## src/rtl/srm_pkg.sv

```systemverilog
// Shared encodings for the queued Simple RISC Machine core: opcodes, ALU ops,
// shifter codes and the FSM state type.
package srm_pkg;

    localparam logic [2:0] OPC_ALU = 3'b101;
    localparam logic [2:0] OPC_MOV = 3'b110;

    localparam logic [1:0] OP_MOV_REG = 2'b00;
    localparam logic [1:0] OP_MOV_IMM = 2'b10;
    localparam logic [1:0] OP_ADD     = 2'b00;
    localparam logic [1:0] OP_CMP     = 2'b01;
    localparam logic [1:0] OP_AND     = 2'b10;
    localparam logic [1:0] OP_MVN     = 2'b11;

    localparam logic [1:0] SH_NONE = 2'b00;
    localparam logic [1:0] SH_LSL  = 2'b01;
    localparam logic [1:0] SH_LSR  = 2'b10;
    localparam logic [1:0] SH_ASR  = 2'b11;

    typedef enum logic [2:0] {
        S_WAIT   = 3'd0,
        S_DECODE = 3'd1,
        S_WR_IMM = 3'd2,
        S_GET_A  = 3'd3,
        S_GET_B  = 3'd4,
        S_EXEC   = 3'd5,
        S_WRITE  = 3'd6
    } state_t;

endpackage

```

## src/rtl/srm_iq.sv

```systemverilog
// Instruction queue: synchronous show-ahead FIFO. dout always shows the oldest
// entry; a push while full is dropped even if a pop happens in the same cycle.
module srm_iq #(
    parameter int WIDTH = 16,
    parameter int DEPTH = 4
) (
    input  logic             clk,
    input  logic             rst_n,
    input  logic             push,
    input  logic             pop,
    input  logic [WIDTH-1:0] din,
    output logic [WIDTH-1:0] dout,
    output logic             full,
    output logic             empty
);

    localparam int AW = $clog2(DEPTH);
    localparam logic [AW:0] CNT_FULL = (AW + 1)'(DEPTH);

    logic [WIDTH-1:0] mem_q [DEPTH];
    logic [AW-1:0]    wr_ptr_q, wr_ptr_d;
    logic [AW-1:0]    rd_ptr_q, rd_ptr_d;
    logic [AW:0]      count_q, count_d;
    logic             do_push, do_pop;

    assign full  = (count_q == CNT_FULL);
    assign empty = (count_q == '0);
    assign dout  = mem_q[rd_ptr_q];

    always_comb begin
        do_push  = push && !full;
        do_pop   = pop && !empty;
        wr_ptr_d = wr_ptr_q;
        rd_ptr_d = rd_ptr_q;
        count_d  = count_q;
        if (do_push) begin
            wr_ptr_d = wr_ptr_q + 1'b1;
        end
        if (do_pop) begin
            rd_ptr_d = rd_ptr_q + 1'b1;
        end
        if (do_push && !do_pop) begin
            count_d = count_q + 1'b1;
        end else if (do_pop && !do_push) begin
            count_d = count_q - 1'b1;
        end
    end

    always_ff @(posedge clk or negedge rst_n) begin
        if (!rst_n) begin
            wr_ptr_q <= '0;
            rd_ptr_q <= '0;
            count_q  <= '0;
        end else begin
            wr_ptr_q <= wr_ptr_d;
            rd_ptr_q <= rd_ptr_d;
            count_q  <= count_d;
        end
    end

    always_ff @(posedge clk) begin
        if (do_push) begin
            mem_q[wr_ptr_q] <= din;
        end
    end

endmodule

```

## src/rtl/srm_cpu_q.sv

```systemverilog
// Multicycle Simple RISC Machine core with an instruction queue in front of the
// FSM; flags change only on CMP and undefined encodings raise a sticky flag.
module srm_cpu_q
    import srm_pkg::*;
#(
    parameter int DATA_W   = 16,
    parameter int IQ_DEPTH = 4
) (
    input  logic              clk,
    input  logic              reset,
    input  logic              load,
    input  logic [15:0]       in,
    output logic              full,
    output logic [DATA_W-1:0] out,
    output logic              N,
    output logic              V,
    output logic              Z,
    output logic              w,
    output logic              illegal
);

    localparam int MSB = DATA_W - 1;

    state_t            state_q, state_d;
    logic [15:0]       ir_q, ir_d;
    logic [DATA_W-1:0] a_q, a_d, b_q, b_d, c_q, c_d;
    logic              n_q, n_d, v_q, v_d, z_q, z_d;
    logic              illegal_q, illegal_d;

    logic              pop, empty;
    logic [15:0]       iq_dout;

    logic [2:0]        opcode, rn, rd, rm;
    logic [1:0]        op, sh;
    logic [DATA_W-1:0] imm_sx;
    logic              is_mov_imm, is_mov_reg, is_alu;

    logic              reg_we;
    logic [2:0]        reg_waddr;
    logic [DATA_W-1:0] reg_wdata;
    logic [DATA_W-1:0] rd_a, rd_b;

    logic [DATA_W-1:0] b_sh, diff, alu_out;

    srm_iq #(
        .WIDTH(16),
        .DEPTH(IQ_DEPTH)
    ) u_iq (
        .clk  (clk),
        .rst_n(reset),
        .push (load),
        .pop  (pop),
        .din  (in),
        .dout (iq_dout),
        .full (full),
        .empty(empty)
    );

    assign opcode = ir_q[15:13];
    assign op     = ir_q[12:11];
    assign rn     = ir_q[10:8];
    assign rd     = ir_q[7:5];
    assign sh     = ir_q[4:3];
    assign rm     = ir_q[2:0];
    assign imm_sx = {{(DATA_W - 8){ir_q[7]}}, ir_q[7:0]};

    assign is_mov_imm = (opcode == OPC_MOV) && (op == OP_MOV_IMM);
    assign is_mov_reg = (opcode == OPC_MOV) && (op == OP_MOV_REG);
    assign is_alu     = (opcode == OPC_ALU);

    // Register file lives under DP.REGFILE so R0..R7 keep stable hierarchical names.
    if (1) begin : DP
        if (1) begin : REGFILE
            logic [DATA_W-1:0] R0, R1, R2, R3, R4, R5, R6, R7;

            always_ff @(posedge clk or negedge reset) begin
                if (!reset) begin
                    R0 <= '0; R1 <= '0; R2 <= '0; R3 <= '0;
                    R4 <= '0; R5 <= '0; R6 <= '0; R7 <= '0;
                end else if (reg_we) begin
                    case (reg_waddr)
                        3'd0: R0 <= reg_wdata;
                        3'd1: R1 <= reg_wdata;
                        3'd2: R2 <= reg_wdata;
                        3'd3: R3 <= reg_wdata;
                        3'd4: R4 <= reg_wdata;
                        3'd5: R5 <= reg_wdata;
                        3'd6: R6 <= reg_wdata;
                        default: R7 <= reg_wdata;
                    endcase
                end
            end

            always_comb begin
                rd_a = R0;
                case (rn)
                    3'd1: rd_a = R1;
                    3'd2: rd_a = R2;
                    3'd3: rd_a = R3;
                    3'd4: rd_a = R4;
                    3'd5: rd_a = R5;
                    3'd6: rd_a = R6;
                    3'd7: rd_a = R7;
                    default: rd_a = R0;
                endcase
                rd_b = R0;
                case (rm)
                    3'd1: rd_b = R1;
                    3'd2: rd_b = R2;
                    3'd3: rd_b = R3;
                    3'd4: rd_b = R4;
                    3'd5: rd_b = R5;
                    3'd6: rd_b = R6;
                    3'd7: rd_b = R7;
                    default: rd_b = R0;
                endcase
            end
        end
    end

    always_comb begin
        case (sh)
            SH_NONE: b_sh = b_q;
            SH_LSL:  b_sh = {b_q[MSB-1:0], 1'b0};
            SH_LSR:  b_sh = {1'b0, b_q[MSB:1]};
            SH_ASR:  b_sh = {b_q[MSB], b_q[MSB:1]};
            default: b_sh = b_q;
        endcase
        diff = a_q - b_sh;
        case (op)
            OP_ADD:  alu_out = a_q + b_sh;
            OP_CMP:  alu_out = diff;
            OP_AND:  alu_out = a_q & b_sh;
            OP_MVN:  alu_out = ~b_sh;
            default: alu_out = a_q + b_sh;
        endcase
    end

    always_comb begin
        state_d   = state_q;
        ir_d      = ir_q;
        a_d       = a_q;
        b_d       = b_q;
        c_d       = c_q;
        n_d       = n_q;
        v_d       = v_q;
        z_d       = z_q;
        illegal_d = illegal_q;
        pop       = 1'b0;
        reg_we    = 1'b0;
        reg_waddr = rd;
        reg_wdata = c_q;
        case (state_q)
            S_WAIT: begin
                if (!empty) begin
                    pop     = 1'b1;
                    ir_d    = iq_dout;
                    state_d = S_DECODE;
                end
            end
            S_DECODE: begin
                if (is_mov_imm) begin
                    state_d = S_WR_IMM;
                end else if (is_mov_reg || (is_alu && op == OP_MVN)) begin
                    a_d     = '0;
                    state_d = S_GET_B;
                end else if (is_alu) begin
                    state_d = S_GET_A;
                end else begin
                    illegal_d = 1'b1;
                    state_d   = S_WAIT;
                end
            end
            S_WR_IMM: begin
                reg_we    = 1'b1;
                reg_waddr = rn;
                reg_wdata = imm_sx;
                c_d       = imm_sx;
                state_d   = S_WAIT;
            end
            S_GET_A: begin
                a_d     = rd_a;
                state_d = S_GET_B;
            end
            S_GET_B: begin
                b_d     = rd_b;
                state_d = S_EXEC;
            end
            S_EXEC: begin
                if (is_alu && op == OP_CMP) begin
                    // Signed overflow: operands differ in sign and result sign differs from A.
                    n_d     = diff[MSB];
                    z_d     = (diff == '0);
                    v_d     = (a_q[MSB] ^ b_sh[MSB]) & (diff[MSB] ^ a_q[MSB]);
                    state_d = S_WAIT;
                end else begin
                    c_d     = alu_out;
                    state_d = S_WRITE;
                end
            end
            S_WRITE: begin
                reg_we  = 1'b1;
                state_d = S_WAIT;
            end
            default: state_d = S_WAIT;
        endcase
    end

    always_ff @(posedge clk or negedge reset) begin
        if (!reset) begin
            state_q   <= S_WAIT;
            ir_q      <= '0;
            a_q       <= '0;
            b_q       <= '0;
            c_q       <= '0;
            n_q       <= 1'b0;
            v_q       <= 1'b0;
            z_q       <= 1'b0;
            illegal_q <= 1'b0;
        end else begin
            state_q   <= state_d;
            ir_q      <= ir_d;
            a_q       <= a_d;
            b_q       <= b_d;
            c_q       <= c_d;
            n_q       <= n_d;
            v_q       <= v_d;
            z_q       <= z_d;
            illegal_q <= illegal_d;
        end
    end

    assign out     = c_q;
    assign N       = n_q;
    assign V       = v_q;
    assign Z       = z_q;
    assign illegal = illegal_q;
    assign w       = (state_q == S_WAIT) && empty;

endmodule

```

## config.mk

```make
export PLATFORM = sky130hd
export DESIGN_NAME = srm_cpu_q
export DESIGN_NICKNAME = d
export VERILOG_FILES = /design/src/rtl/srm_pkg.sv /design/src/rtl/srm_iq.sv /design/src/rtl/srm_cpu_q.sv
export SDC_FILE = /design/constraint.sdc
export NUM_CORES = 1
export LEC_CHECK = 0
export ABC_AREA = 1
export CORE_MARGIN = 2
export CORE_UTILIZATION = 50
export DETAILED_ROUTE_END_ITERATION = 16
export PLACE_DENSITY_LB_ADDON = 0.1
export SYNTH_ARGS = -nofsm -noshare
export SYNTH_HDL_FRONTEND = slang
export SYNTH_HIERARCHICAL = 1
export SYNTH_SLANG_ARGS = --single-unit
```

## constraint.sdc

```tcl
create_clock -name clk -period 4.8 [get_ports clk]
set_input_delay 0.96 -clock clk [delete_from_list [all_inputs] [get_ports clk]]
set_output_delay 0.96 -clock clk [all_outputs]
set_load 0.01 [all_outputs]
```

==> run_results.csv <==
group,metric,value,unit
placed_design,gp_congestion,0.959,
critical_path,r2r_end,"Z",
route,drtIter0Drc,1360,
pwr,leakagePower,7.73,nW
layout,fillers,2763,
placed_design,pre_cts_ws,1120,ps
critical_path,startpoint_type,"flop",
route,drc,0,
logic_synthesis,ys_seq_area_share,47.6,%
placed_design,dp_hpwl,33.0,mm
logic_synthesis,syn_area_per_cell,7.90,sq um
route,vias_per_cell,5.67,
logic_synthesis,synth.distinct_cells,44,
clocking,clk_latency,590,ps
die,boundaryPins,41,
layout,num_antenna_cells,0,
global_routing,grt_max_degree,93,
die,die_area,31100,sq um
pwr,power.density,747,nW/um^2
critical_path,regToRegSetupSlack,980,ps
logic_synthesis,syn_inst,1881,
timing,setup_slack,982,ps
die,die_w,176,um
global_routing,grt_pass1_wl,72.7,mm
clocking,cts_buffer_depth,3,
critical_path,worstRegToRegCells,18,
route,drtPass1Iterations,6,
timing,clock.fmax,0.262,GHz
layout,nets,1971,
timing,slew_viol_final,0,
logic_synthesis,netlist_top_cells_count,"nand2_1, inv_1, dfrtp_1, o21ai_1, o21ai_0",
clocking,htreeDepth,1,
layout,post-route-cell-area,16500,sq um
route,vias,13108,
logic_synthesis,synth.largest_area_cell,"dfrtp_1",
logic_synthesis,yosysTopAreaCellShare,34.7,%
status,status,"finished clean",
timing,grt_setup_unrepaired,"false",
logic_synthesis,synthArstFlopShare,76.3,%
global_routing,grtUsageTotal,30.5,%
global_routing,grt_pass1_vias,12742,
logic_synthesis,netlist_top_cells_area,"dfrtp_1, nand2_1, edfxtp_1",
clocking,cts_hold_buf,0,
clocking,post_cts_buffers,0,
pwr,ir_worst_vdd,0.456,mV
logic_synthesis,synth.yosys.warnings,6,
critical_path,arrival,4340,ps
clocking,cts.sinks,270,
clocking,root_buffer,"clkbuf_16",
placed_design,port_buffers,40,
logic_synthesis,synth_area,14900,sq um
timing,finalSetupViolCount,0,
critical_path,rr_startpoint,"ir_q[4]",
layout,drive_above_1_share,4.79,%
clocking,cts.repair.resized,0,
logic_synthesis,synth_seq_cells,270,
hold_path,holdCritPathClass,"input pin to async pin",
logic_synthesis,synth_nets,1948,
die,dieHeight,176,um
placed_design,postPlaceCellArea,15600,sq um
timing,hold_violations,0,
clocking,tritoncts,"built",
route,avgRoutedWirePerCell,20.1,um
critical_path,end_kind,"flop",
timing,fin_crit_sh,79.5,%
timing,skew,22.8,ps
critical_path,cp.required,5320,ps
global_routing,grt-ovfl-total,0,
die,row_count,63,
critical_path,critPathKind,"flop to flop",
logic_synthesis,synth_edf_count,64,
timing,finalSetupTns,0,ps
route,routed_wl,46.4,mm
global_routing,antenna_found_initial,1,
layout,area_delta_synth_final,11.1,%
critical_path,crit_fanout,12,
timing,relSlewSlack,19.5,%
clocking,path_clk_slew,70,ps
logic_synthesis,synth_ff_type,"dfrtp_1",
logic_synthesis,yosysMostFrequentCell,"nand2_1",
die,coreArea,29500,sq um
clocking,numCtsBuffers,30,
route,ant_nets,0,
flow_run,maxCapViolCount,0,
timing,min_period,3820,ps
timing,worstMarginPinSlew,1200,ps
die,start_util,50.4,%
## layout by cell type (no fill, tap or decap), types with 2 or more instances in the layout
cell / instances
o21ai_1: 115
dfrtp_1: 206
inv_1: 248
o211ai_1: 42
a211oi_1: 4
o2111ai_1: 12
edfxtp_1: 64
nor2_1: 81
a21oi_1: 46
clkdlybuf4s50_1: 39
nor3_2: 3
clkbuf_16: 30
clkinv_4: 2
buf_4: 26
o21ai_0: 97
nand3_1: 76
or2_2: 5
o211ai_2: 2
clkinvlp_4: 2
nor3_1: 13
nor2_2: 4
o22ai_1: 19
clkbuf_1: 8
ha_1: 45
clkbuf_8: 6
inv_2: 6
o221ai_1: 18
clkinv_1: 4
xnor2_1: 3
a221oi_1: 23
clkinv_2: 2
a2111oi_0: 2
nand4_1: 13
a22oi_1: 22
a22o_1: 3
xor2_1: 8
fa_1: 3
nand2_1: 609
o21bai_1: 3
## sequential cells by signal (all words and copies together) (netlist names)
register       flops
DP.REGFILE.R6     16
b_q               16
N                  1
DP.REGFILE.R2     16
a_q               16
state_q            3
illegal            1
V                  1
DP.REGFILE.R7     16
Z                  1
u_iq/wr_ptr_q      2
u_iq/mem_q        64
u_iq/count_q       3
DP.REGFILE.R4     16
DP.REGFILE.R3     16
DP.REGFILE.R1     16
DP.REGFILE.R5     16
u_iq/rd_ptr_q      2
ir_q              16
out               16
DP.REGFILE.R0     16
## power by group
group	leakage [nW]	total [mW]	switching, mW	internal, mW
logic	3.96	6.36	4.41	1.95
clock network	0.443	2.17	0.944	1.22
registers	3.33	3.82	0.686	3.13
## metal layers
metal	vias to the layer above	wire length [um]	share of wire, %	global-route usage [%]
li1	6241	-	-	-
met1	6227	20400	44	42.7
met2	522	20400	44	47.6
met3	118	3410	7.4	4.69
met4	0	2100	4.5	12.2
met5	-	0	0	0
## logic make-up after synthesis
| kind of cell | share of synthesized area, % |
|---|---|
| simple gates | 21.7 |
| xor+xnor | 0.648 |
| compound gates | 16.8 |
| buf+inv | 9.01 |
| fa+ha+maj | 4.19 |
| flops | 47.6 |
## final cells by class
class | instances | area [sq um] | area share [%]
Sequential cell | 270 | 7080 | 42.8
Clock buffer | 43 | 850 | 5.14
Timing Repair Buffer | 66 | 599 | 3.63
Clock inverter | 7 | 72.6 | 0.439
Tap cell | 390 | 488 | 2.95
Multi-Input combinational cell | 1278 | 6470 | 39.1
Inverter | 258 | 968 | 5.86
## through the flow
step	cells	util, %	hold slack [ps]	power, mW
floorplan	1881	-	453	7.95
global placement	2262	52.9	469	10.0
detailed placement	2262	52.9	468	10.1
CTS	2312	56.0	484	12.3
global route	2312	56.0	503	13.2
finish	2312	56.0	458	12.3
## worst max-delay path by stage
stage,from,to,slack (ps),cells after the start
2_1_floorplan,ir_q[4],out[14],2160,19
3_3_place_gp,ir_q[4],Z,1190,18
3_5_place_dp,ir_q[4],Z,1120,18
4_1_cts,ir_q[4],Z,1090,18
5_1_grt,ir_q[4],Z,730,18
6_report,ir_q[4],Z,980,18
## critical path: stages, from the launching register on
cell      delay, ps
dfrtp_1         460
nor2_1          580
inv_1           240
or2_2           330
o221ai_1        200
inv_1            90
ha_1            450
inv_1           170
nand2_1         180
inv_1            70
nand2_1          70
inv_1            40
a21oi_1         170
nand3_1         110
nand2_1         140
nand3_1         100
nor2_1          160
nand4_1         100
nand2_1          60
Power figures use the tool's default switching activity.
